File: config.mk
export PLATFORM = sky130hd
export DESIGN_NAME = dec_stage
export DESIGN_NICKNAME = d
export VERILOG_FILES = /design/src/rtl/dec_pkg.sv /design/src/rtl/dec_stage_fields.sv /design/src/rtl/dec_stage.sv
export SDC_FILE = /design/constraint.sdc
export NUM_CORES = 1
export LEC_CHECK = 0
export ABC_AREA = 1
export CAP_MARGIN = 25
export CORE_MARGIN = 5
export CORE_UTILIZATION = 35
export DETAILED_ROUTE_END_ITERATION = 6
export GPL_TIMING_DRIVEN = 0
export PLACE_DENSITY = 0.6
export SYNTH_ARGS = -nofsm -noshare
export SYNTH_HDL_FRONTEND = slang
export SYNTH_SLANG_ARGS = --single-unit
File: constraint.sdc
create_clock -name clk -period 3 [get_ports clk]
set_clock_uncertainty 0.05 [all_clocks]
set_input_delay 0.6 -clock clk [delete_from_list [all_inputs] [get_ports clk]]
set_output_delay 0.6 -clock clk [all_outputs]
set_load 0.02 [all_outputs]
File: src/rtl/dec_pkg.sv
// Shared types and constants for the decode stage: instruction classes,
// opcode values, the decoded bundle layout and a source-match helper.
package dec_pkg;

  localparam int DEC_INST_W = 20;
  localparam int DEC_OP_W   = 5;
  localparam int DEC_REG_W  = 5;
  localparam int DEC_BAMT_W = DEC_INST_W - DEC_OP_W;

  localparam logic [DEC_OP_W-1:0] OP_R_MAX = 5'd6;
  localparam logic [DEC_OP_W-1:0] OP_R_ALT = 5'd11;
  localparam logic [DEC_OP_W-1:0] OP_LOAD  = 5'd12;
  localparam logic [DEC_OP_W-1:0] OP_STORE = 5'd13;

  typedef enum logic [1:0] {
    T_R     = 2'd0,
    T_LOAD  = 2'd1,
    T_STORE = 2'd2,
    T_J     = 2'd3
  } inst_type_e;

  typedef struct packed {
    inst_type_e            typ;
    logic [DEC_REG_W-1:0]  rd;
    logic [DEC_REG_W-1:0]  rt;
    logic [DEC_REG_W-1:0]  rs;
    logic [DEC_BAMT_W-1:0] bamt;
    logic                  we_rf;
    logic                  we_dmem;
  } dec_bundle_t;

  // Which bundle fields the instruction reads as source registers.
  typedef struct packed {
    logic rd;
    logic rt;
    logic rs;
  } src_use_t;

  function automatic logic src_hit(input dec_bundle_t b, input src_use_t u,
                                   input logic [DEC_REG_W-1:0] r);
    return (u.rd && (b.rd == r)) || (u.rt && (b.rt == r)) || (u.rs && (b.rs == r));
  endfunction

endpackage

File: src/rtl/dec_stage_fields.sv
// Combinational instruction split and classification. Fields an instruction
// class does not use are driven to zero so every output is always defined.
module dec_fields
  import dec_pkg::*;
(
  input  logic [DEC_INST_W-1:0] inst_i,
  output dec_bundle_t           bundle_o,
  output src_use_t              use_o
);

  logic [DEC_OP_W-1:0]   op;
  logic [DEC_REG_W-1:0]  f_rd;
  logic [DEC_REG_W-1:0]  f_rt;
  logic [DEC_REG_W-1:0]  f_rs;
  logic [DEC_BAMT_W-1:0] f_bamt;

  assign op     = inst_i[DEC_INST_W-1 -: DEC_OP_W];
  assign f_rd   = inst_i[3*DEC_REG_W-1 -: DEC_REG_W];
  assign f_rt   = inst_i[2*DEC_REG_W-1 -: DEC_REG_W];
  assign f_rs   = inst_i[DEC_REG_W-1:0];
  assign f_bamt = inst_i[DEC_BAMT_W-1:0];

  always_comb begin
    bundle_o = '0;
    use_o    = '0;
    if ((op <= OP_R_MAX) || (op == OP_R_ALT)) begin
      bundle_o.typ   = T_R;
      bundle_o.rd    = f_rd;
      bundle_o.rt    = f_rt;
      bundle_o.rs    = f_rs;
      bundle_o.we_rf = 1'b1;
      use_o.rt       = 1'b1;
      use_o.rs       = 1'b1;
    end else if (op == OP_LOAD) begin
      bundle_o.typ   = T_LOAD;
      bundle_o.rd    = f_rd;
      bundle_o.rt    = f_rt;
      bundle_o.rs    = f_rs;
      bundle_o.we_rf = 1'b1;
      use_o.rt       = 1'b1;
    end else if (op == OP_STORE) begin
      bundle_o.typ     = T_STORE;
      bundle_o.rd      = f_rd;
      bundle_o.rt      = f_rt;
      bundle_o.we_dmem = 1'b1;
      use_o.rd         = 1'b1;
      use_o.rt         = 1'b1;
    end else begin
      bundle_o.typ  = T_J;
      bundle_o.bamt = f_bamt;
    end
  end

endmodule

File: src/rtl/dec_stage.sv
// Registered decode stage with valid/ready on both sides, load-use bubble
// insertion, flush and a saturating count of hazard-stall cycles.
module dec_stage
  import dec_pkg::*;
#(
  parameter int INST_W  = DEC_INST_W,
  parameter int OP_W    = DEC_OP_W,
  parameter int REG_W   = DEC_REG_W,
  parameter int BAMT_W  = INST_W - OP_W,
  parameter int HAZ_GAP = 1,
  parameter int CNT_W   = 16
) (
  input  logic              clk,
  input  logic              reset,
  input  logic              flush,
  input  logic              in_valid,
  output logic              in_ready,
  input  logic [INST_W-1:0] in_inst,
  output logic              out_valid,
  input  logic              out_ready,
  output logic [1:0]        out_type,
  output logic [REG_W-1:0]  out_rd,
  output logic [REG_W-1:0]  out_rt,
  output logic [REG_W-1:0]  out_rs,
  output logic [BAMT_W-1:0] out_bamt,
  output logic              out_we_rf,
  output logic              out_we_dmem,
  output logic [CNT_W-1:0]  stall_cnt
);

  // The bundle layout is fixed by the package, so the widths must agree.
  if (INST_W != DEC_INST_W || OP_W != DEC_OP_W || REG_W != DEC_REG_W ||
      BAMT_W != DEC_BAMT_W || HAZ_GAP < 0 || HAZ_GAP > 7 ||
      INST_W < OP_W + 3 * REG_W) begin : g_bad_param
    $error("dec_stage: widths must match dec_pkg and HAZ_GAP must be 0..7");
  end

  localparam bit       HAZ_EN  = (HAZ_GAP > 0);
  localparam logic [2:0] HAZ_ARM = (HAZ_GAP > 0) ? 3'(HAZ_GAP - 1) : 3'd0;

  dec_bundle_t dec_bundle;
  src_use_t    dec_use;

  dec_fields u_fields (
    .inst_i   (in_inst),
    .bundle_o (dec_bundle),
    .use_o    (dec_use)
  );

  logic               out_valid_q, out_valid_d;
  dec_bundle_t        bundle_q, bundle_d;
  logic [REG_W-1:0]   ld_rd_q, ld_rd_d;
  logic [2:0]         haz_cnt_q, haz_cnt_d;
  logic [CNT_W-1:0]   stall_q, stall_d;

  logic src_match;
  logic haz;
  logic in_fire;
  logic out_fire;

  // Two hazard sources: a load still sitting in the output register, and a
  // load that already left but whose result is not yet usable.
  always_comb begin
    src_match = 1'b0;
    if (out_valid_q && (bundle_q.typ == T_LOAD) && src_hit(dec_bundle, dec_use, bundle_q.rd))
      src_match = 1'b1;
    if ((haz_cnt_q != 3'd0) && src_hit(dec_bundle, dec_use, ld_rd_q))
      src_match = 1'b1;
  end

  assign haz      = HAZ_EN && in_valid && src_match;
  assign in_ready = (!out_valid_q || out_ready) && !haz && !flush && !reset;
  assign in_fire  = in_valid && in_ready;
  assign out_fire = out_valid_q && out_ready;

  always_comb begin
    out_valid_d = out_valid_q;
    bundle_d    = bundle_q;
    ld_rd_d     = ld_rd_q;
    haz_cnt_d   = haz_cnt_q;
    stall_d     = stall_q;

    if (haz && !flush && (stall_q != '1))
      stall_d = stall_q + CNT_W'(1);

    if (flush) begin
      // A transfer completing alongside a flush must not arm the hazard window.
      out_valid_d = 1'b0;
      haz_cnt_d   = 3'd0;
    end else begin
      if (out_fire && (bundle_q.typ == T_LOAD)) begin
        ld_rd_d   = bundle_q.rd;
        haz_cnt_d = HAZ_ARM;
      end else if (haz_cnt_q != 3'd0) begin
        haz_cnt_d = haz_cnt_q - 3'd1;
      end

      if (in_fire) begin
        bundle_d    = dec_bundle;
        out_valid_d = 1'b1;
      end else if (out_fire) begin
        out_valid_d = 1'b0;
      end
    end
  end

  always_ff @(posedge clk) begin
    if (reset) begin
      out_valid_q <= 1'b0;
      bundle_q    <= '0;
      ld_rd_q     <= '0;
      haz_cnt_q   <= 3'd0;
      stall_q     <= '0;
    end else begin
      out_valid_q <= out_valid_d;
      bundle_q    <= bundle_d;
      ld_rd_q     <= ld_rd_d;
      haz_cnt_q   <= haz_cnt_d;
      stall_q     <= stall_d;
    end
  end

  assign out_valid   = out_valid_q;
  assign out_type    = bundle_q.typ;
  assign out_rd      = bundle_q.rd;
  assign out_rt      = bundle_q.rt;
  assign out_rs      = bundle_q.rs;
  assign out_bamt    = bundle_q.bamt;
  assign out_we_rf   = bundle_q.we_rf;
  assign out_we_dmem = bundle_q.we_dmem;
  assign stall_cnt   = stall_q;

endmodule

# Word level (Yosys, flattened, before mapping)
# Cells that the tools add are included.
# totals
out_inout_bits	52
word_cells	83
inputBits	25
reg_bits	59
# op_classes
n_addsub	2
n_lt_le_gt_ge	1
muxes	23
n_eq_ne	11
n_reduce_logical	34
n_bitwise	1
# op_table
cell	count
2-to-1 mux 15 bit	3
equality test 5 bit	6
logical AND 1 bit	18
2-to-1 mux 17 bit	1
adder 16 x 1 -> 16 bit (second input constant)	1
!= test 16 bit (second input constant)	1
equality test 5 x 4 -> 1 bit (second input constant)	3
2-to-1 mux 1 bit	15
2-to-1 mux 12 bit	1
2-to-1 mux 10 bit	1
logical OR 1 bit	6
less-or-equal comparator 5 x 3 -> 1 bit (second input constant)	1
2-to-1 mux 5 bit	1
logical NOT 1 bit	4
AND reduction 2 bit	2
nonzero test 3 bit	1
OR reduction 3 bit	1
subtractor 3 x 1 -> 3 bit (second input constant)	1
equality test 2 x 1 -> 1 bit (second input constant)	1
2-to-1 mux 2 bit	1
nonzero test 2 bit	1
OR reduction 2 bit	1
NOT 1 bit	1

# Logic depth before layout (Yosys ltp)
# depth
depth_word	18
mapped_depth	19
ltp_nobuf	17

# Hierarchy
# Synthesis repeated with hierarchy kept, for this count alone.
# hier_totals
hier_cells	540
hier_area_um2	3490.8
# modules_own_cells
mod	cells_each	seq_area_each_um2	area_per_inst_um2	n_inst
dec_stage	462	1181.1	3145.5	1
dec_fields	78	0.0	345.3	1

# Worst setup path before layout
# OpenSTA, ideal clock, no wires.
# synth_timing
path_type	input-to-output
startpoint	input port in_inst[19]
endpoint	output port in_ready
required_time_ps	2350
arrival_time_ps	1932
n_path_buf	1
path_stages	14
path_slack_ps	418
cell_sequence	inv_1 nand3_1 nand2_4 buf_6 nand3_1 nand2_1 nor2_1 nand3_1 nand3_1 nand2_1 nand2_2 nand2_2 nand2_1 nor2_1
# synth_via
elab_chain_cells	16
word_cells_on_any_way	40
classes_between	order compare (1); eq/ne (9); mux (12); reduce/logical (18)
# synth_lines
item	line_no	rtl
start, declared	dec_stage.sv:18	input logic [INST_W-1:0] in_inst,
branches (longest 10 deep; another with less-or-equal comparator 5 x 3 -> 1 bit)	--	
2-to-1 mux 1 bit *	dec_stage.sv:67	if ((haz_cnt_q != 3'd0) && src_hit(dec_bundle, dec_use, ld_rd_q))
logical AND 1 bit *	dec_stage.sv:71	assign haz = HAZ_EN && in_valid && src_match;
logical NOT 1 bit *	dec_stage.sv:72	assign in_ready = (!out_valid_q || out_ready) && !haz && !flush && !reset;
logical AND 1 bit * (3 in series)	dec_stage.sv:72	
end, declared	dec_stage.sv:17	output logic in_ready,
# Mark *: on every way between the ends.

# Worst setup path after layout
# layout_timing
startpoint	input port in_inst[14]
endpoint	output port in_ready
# layout_via
elab_chain_cells	15
word_cells_on_any_way	20
classes_between	eq/ne (2); mux (5); reduce/logical (13)
# layout_lines
item	line_no	rtl
2-to-1 mux 10 bit	dec_stage_fields.sv:41	end else if (op == OP_STORE) begin
2-to-1 mux 12 bit	dec_stage_fields.sv:34	end else if (op == OP_LOAD) begin
2-to-1 mux 17 bit *	dec_stage_fields.sv:26	if ((op <= OP_R_MAX) || (op == OP_R_ALT)) begin
equality test 5 bit	dec_pkg.sv:41	return (u.rd && (b.rd == r)) || (u.rt && (b.rt == r)) || (u.rs && (b.rs == r));
logical AND 1 bit	dec_pkg.sv:41	
logical OR 1 bit (2 in series)	dec_pkg.sv:41	
logical AND 1 bit	dec_stage.sv:65	if (out_valid_q && (bundle_q.typ == T_LOAD) && src_hit(dec_bundle, dec_use, bundle_q.rd))
2-to-1 mux 1 bit	dec_stage.sv:65	
2-to-1 mux 1 bit *	dec_stage.sv:67	
logical AND 1 bit *	dec_stage.sv:71	
logical NOT 1 bit *	dec_stage.sv:72	
logical AND 1 bit * (3 in series)	dec_stage.sv:72	
# Mark *: on every way between the ends. The rest lies on a longest branch, timed or not.

==> metrics.cfg <==
[run_status]
status = finished clean

[detailed_routing]
drt_iter0_markers = 143
post_drt_wl_per_cell_um = 13.22
drcViolationCount = 0
vias_per_cell = 4.610
via_count = 3628
firstDrtPassIters = 4
postRouteAntennaNets = 0
wirelength_um = 10400

[power]
pwr_density_cell_mw_per_mm2 = 436.9
p_leak_nw = 2.144
peakVddDrop_v = 0.0002591
p_total_mw = 2.110

[grt]
grt_usage_pct = 18.15
grt_max_degree = 13
grt_pass1_vias = 3488
grt-ovfl-total = 0
grt_pass1_wl_um = 16940
antenna_found_initial = 0

[synthesis]
synth_nets = 581
synth-async-reset-ratio_pct = 0
synth_area_leader_cell = dfxtp_1
syn-cell-area_mm2 = 0.003415
syn-instance-count = 553
yosysMostFrequentCell = nand2_1
ys_ff_latch = 59
yosys.cell_types.count = 27
ys_seq_area_share_pct = 34.59
ys.flop_type = dfxtp_1
synth_edf_count = 0
synth-warning-count = 0
synth.avg_cell_area_um2 = 6.175
synth_top_area_share_pct = 34.59
synth_common_cells = 155 x nand2_1, 97 x inv_1, 78 x nor2_1
synthTopCellsByArea = dfxtp_1 35%, nand2_1 17%, inv_1 11%

[die]
die_h_um = 108.8
die_area_mm2 = 0.01183
io_pins = 77
core-area_mm2 = 0.009639
dieWidth_um = 108.8
placementRows = 36
start_util_pct = 35.42

[sta]
worst_slew_pin_slew_ns = 0.5247
slew_viol_final = 0
holdWs_ns = 0.4306
fin_crit_sh_pct = 96.35
hold_violations = 0
slew_headroom_pct = 65.02
setup_viol_count_final = 0
min_period_ns = 2.890
maxClockFrequency_mhz = 346.0

[clock_tree]
clk_latency_ns = 0.35
cts.htree.levels = 3
root_buffer = clkbuf_8
cts_tree = done
holdBufCountCts = 0
cts_buffers = 9
cts_buffer_depth = 2
clock-sinks = 59
path_clk_slew_ns = 0.08

[worst_setup_path]
worstSetupEndpoint = in_ready
startpoint = in_inst[14]
criticalPathCategory = primary input to output port
end_kind = output port
cp_data_required_time_ns = 2.35
r2r-start = out_rd[4]$_SDFFE_PP0P_
r2r-end = out_type[0]$_SDFFE_PP0P_
reg2regPathDepth = 17
crit_fanout = 4
start_kind = primary input
arrival_ns = 2.24
reg2reg_slack_ns = 0.46

[min_path]
worstHoldPathType = flop to flop

[finish]
drive_above_1_share_pct = 14.37
antenna_cells = 0
final_nets = 677
syn2layout_area_growth_pct = 41.41

[place]
portBuffers = 75
place.gp.congestion = 0.8871
hpwl_um = 7720

[job]
cap_violations = 0

[per-stage QoR]
step	cell area, um^2	util, %	TNS [ns]	setup slack (ns)	std cells
floorplan	3415	-	0	0.4182	553
finish	4828	50.09	0	0.1096	787
global route	4828	50.09	-0.01706	-0.01706	787
detailed placement	4332	44.94	-8.201	-0.8210	761
CTS	4684	48.60	0	0.02659	784
global placement	4332	44.94	-7.363	-0.8210	761
[what timing repair did]
item / in CTS / in global routing
gates resized for setup: 30 / 47
gates cloned: 2 / 0
endpoints found under the setup margin: 1 / 3
buffers inserted: 5 / 3
pin swaps: 7 / 20
[per-layer routing]
metal	GRT usage (%)	wire, um	up-vias
met4	7.214	177	0
met5	0	0	-
met1	24.87	4939	1618
li1	-	-	1890
met2	28.33	4728	102
met3	3.138	557	18
[cell type report]
| type | count | area (um^2) |
|---|---|---|
| fill | 1013 | 4811 |
| multi-input combinational | 378 | 1926 |
| sequential | 59 | 1181 |
| timing repair buffer | 84 | 809.5 |
| inverter | 98 | 367.9 |
| tap | 133 | 166.4 |
| buffer | 19 | 128.9 |
| clock inverter | 7 | 125.1 |
| clock buffer | 9 | 123.9 |
[power by group]
part	switching, mW	internal (mW)
registers	0.0190	0.809
clock network	0.354	0.559
logic	0.217	0.151
[critical path: stages]
cell and delay [ns]:
clkdlybuf4s50_1 0.62, nand2_2 0.11, nand2_1 0.07, nand2_1 0.05, nor2_2 0.13, nand3_2 0.10, nand3_2 0.10, nand2_2 0.05
nand2_2 0.09, nand2_2 0.07, nand2_2 0.08, nor2_4 0.04, buf_6 0.13
[worst min-delay path by stage]
stage | startpoint | endpoint | slack (ns) | cells past startpoint
2_1_floorplan | haz_cnt_q[1]$_SDFFE_PP0P_ | haz_cnt_q[1]$_SDFFE_PP0P_ | 0.41 | 2
3_3_place_gp | out_we_rf$_SDFFE_PP0P_ | out_we_rf$_SDFFE_PP0P_ | 0.40 | 2
3_5_place_dp | out_we_rf$_SDFFE_PP0P_ | out_we_rf$_SDFFE_PP0P_ | 0.42 | 2
4_1_cts | stall_cnt[15]$_SDFFE_PP0P_ | stall_cnt[15]$_SDFFE_PP0P_ | 0.44 | 2
5_1_grt | stall_cnt[15]$_SDFFE_PP0P_ | stall_cnt[15]$_SDFFE_PP0P_ | 0.48 | 2
6_report | out_we_rf$_SDFFE_PP0P_ | out_we_rf$_SDFFE_PP0P_ | 0.43 | 2
[cell families after synthesis]
logic type | share of synthesized area, %
xor+xnor | 4.361
fa+ha+maj | 1.099
compound gates | 10.30
flops | 34.59
simple gates | 35.21
buf+inv | 14.44
[cells in the final DEF, fill, tap and decap left out, types with 2 or more instances in the layout]
| cell | synthesis | layout |
|---|---|---|
| nand2_1 | 155 | 142 |
| inv_1 | 97 | 91 |
| nor2_1 | 78 | 72 |
| clkdlybuf4s50_1 | 0 | 65 |
| dfxtp_1 | 59 | 59 |
| a21oi_1 | 41 | 41 |
| nand3_1 | 34 | 21 |
| nand2_2 | 2 | 15 |
| o21ai_0 | 15 | 15 |
| xor2_1 | 14 | 13 |
| nand3_2 | 1 | 12 |
| buf_4 | 3 | 10 |
| clkbuf_8 | 0 | 9 |
| inv_2 | 1 | 7 |
| buf_6 | 5 | 7 |
| clkbuf_1 | 7 | 7 |
| nor2_2 | 1 | 6 |
| nor3_1 | 8 | 6 |
| buf_2 | 4 | 6 |
| nand4_1 | 5 | 5 |
| o22ai_1 | 6 | 5 |
| o21ai_1 | 5 | 5 |
| nand3_4 | 1 | 3 |
| xnor2_1 | 3 | 3 |
| ha_1 | 3 | 3 |
| bufinv_16 | 0 | 3 |
| clkinv_4 | 0 | 3 |
| nand2_8 | 0 | 2 |
| nor3_2 | 0 | 2 |
| nor2_4 | 1 | 2 |
| clkbuf_2 | 0 | 2 |
| dlygate4sd2_1 | 0 | 2 |
| dlymetal6s2s_1 | 0 | 2 |
[state kept, by name, summed over array words and instances (netlist names)]
| name | count |
|---|---|
| haz_cnt_q | 3 |
| out_rs | 5 |
| out_rd | 5 |
| out_we_rf | 1 |
| out_valid | 1 |
| out_type | 2 |
| out_rt | 5 |
| out_we_dmem | 1 |
| ld_rd_q | 5 |
| stall_cnt | 16 |
| out_bamt | 15 |
No activity file was read; power rests on OpenSTA's default activity.
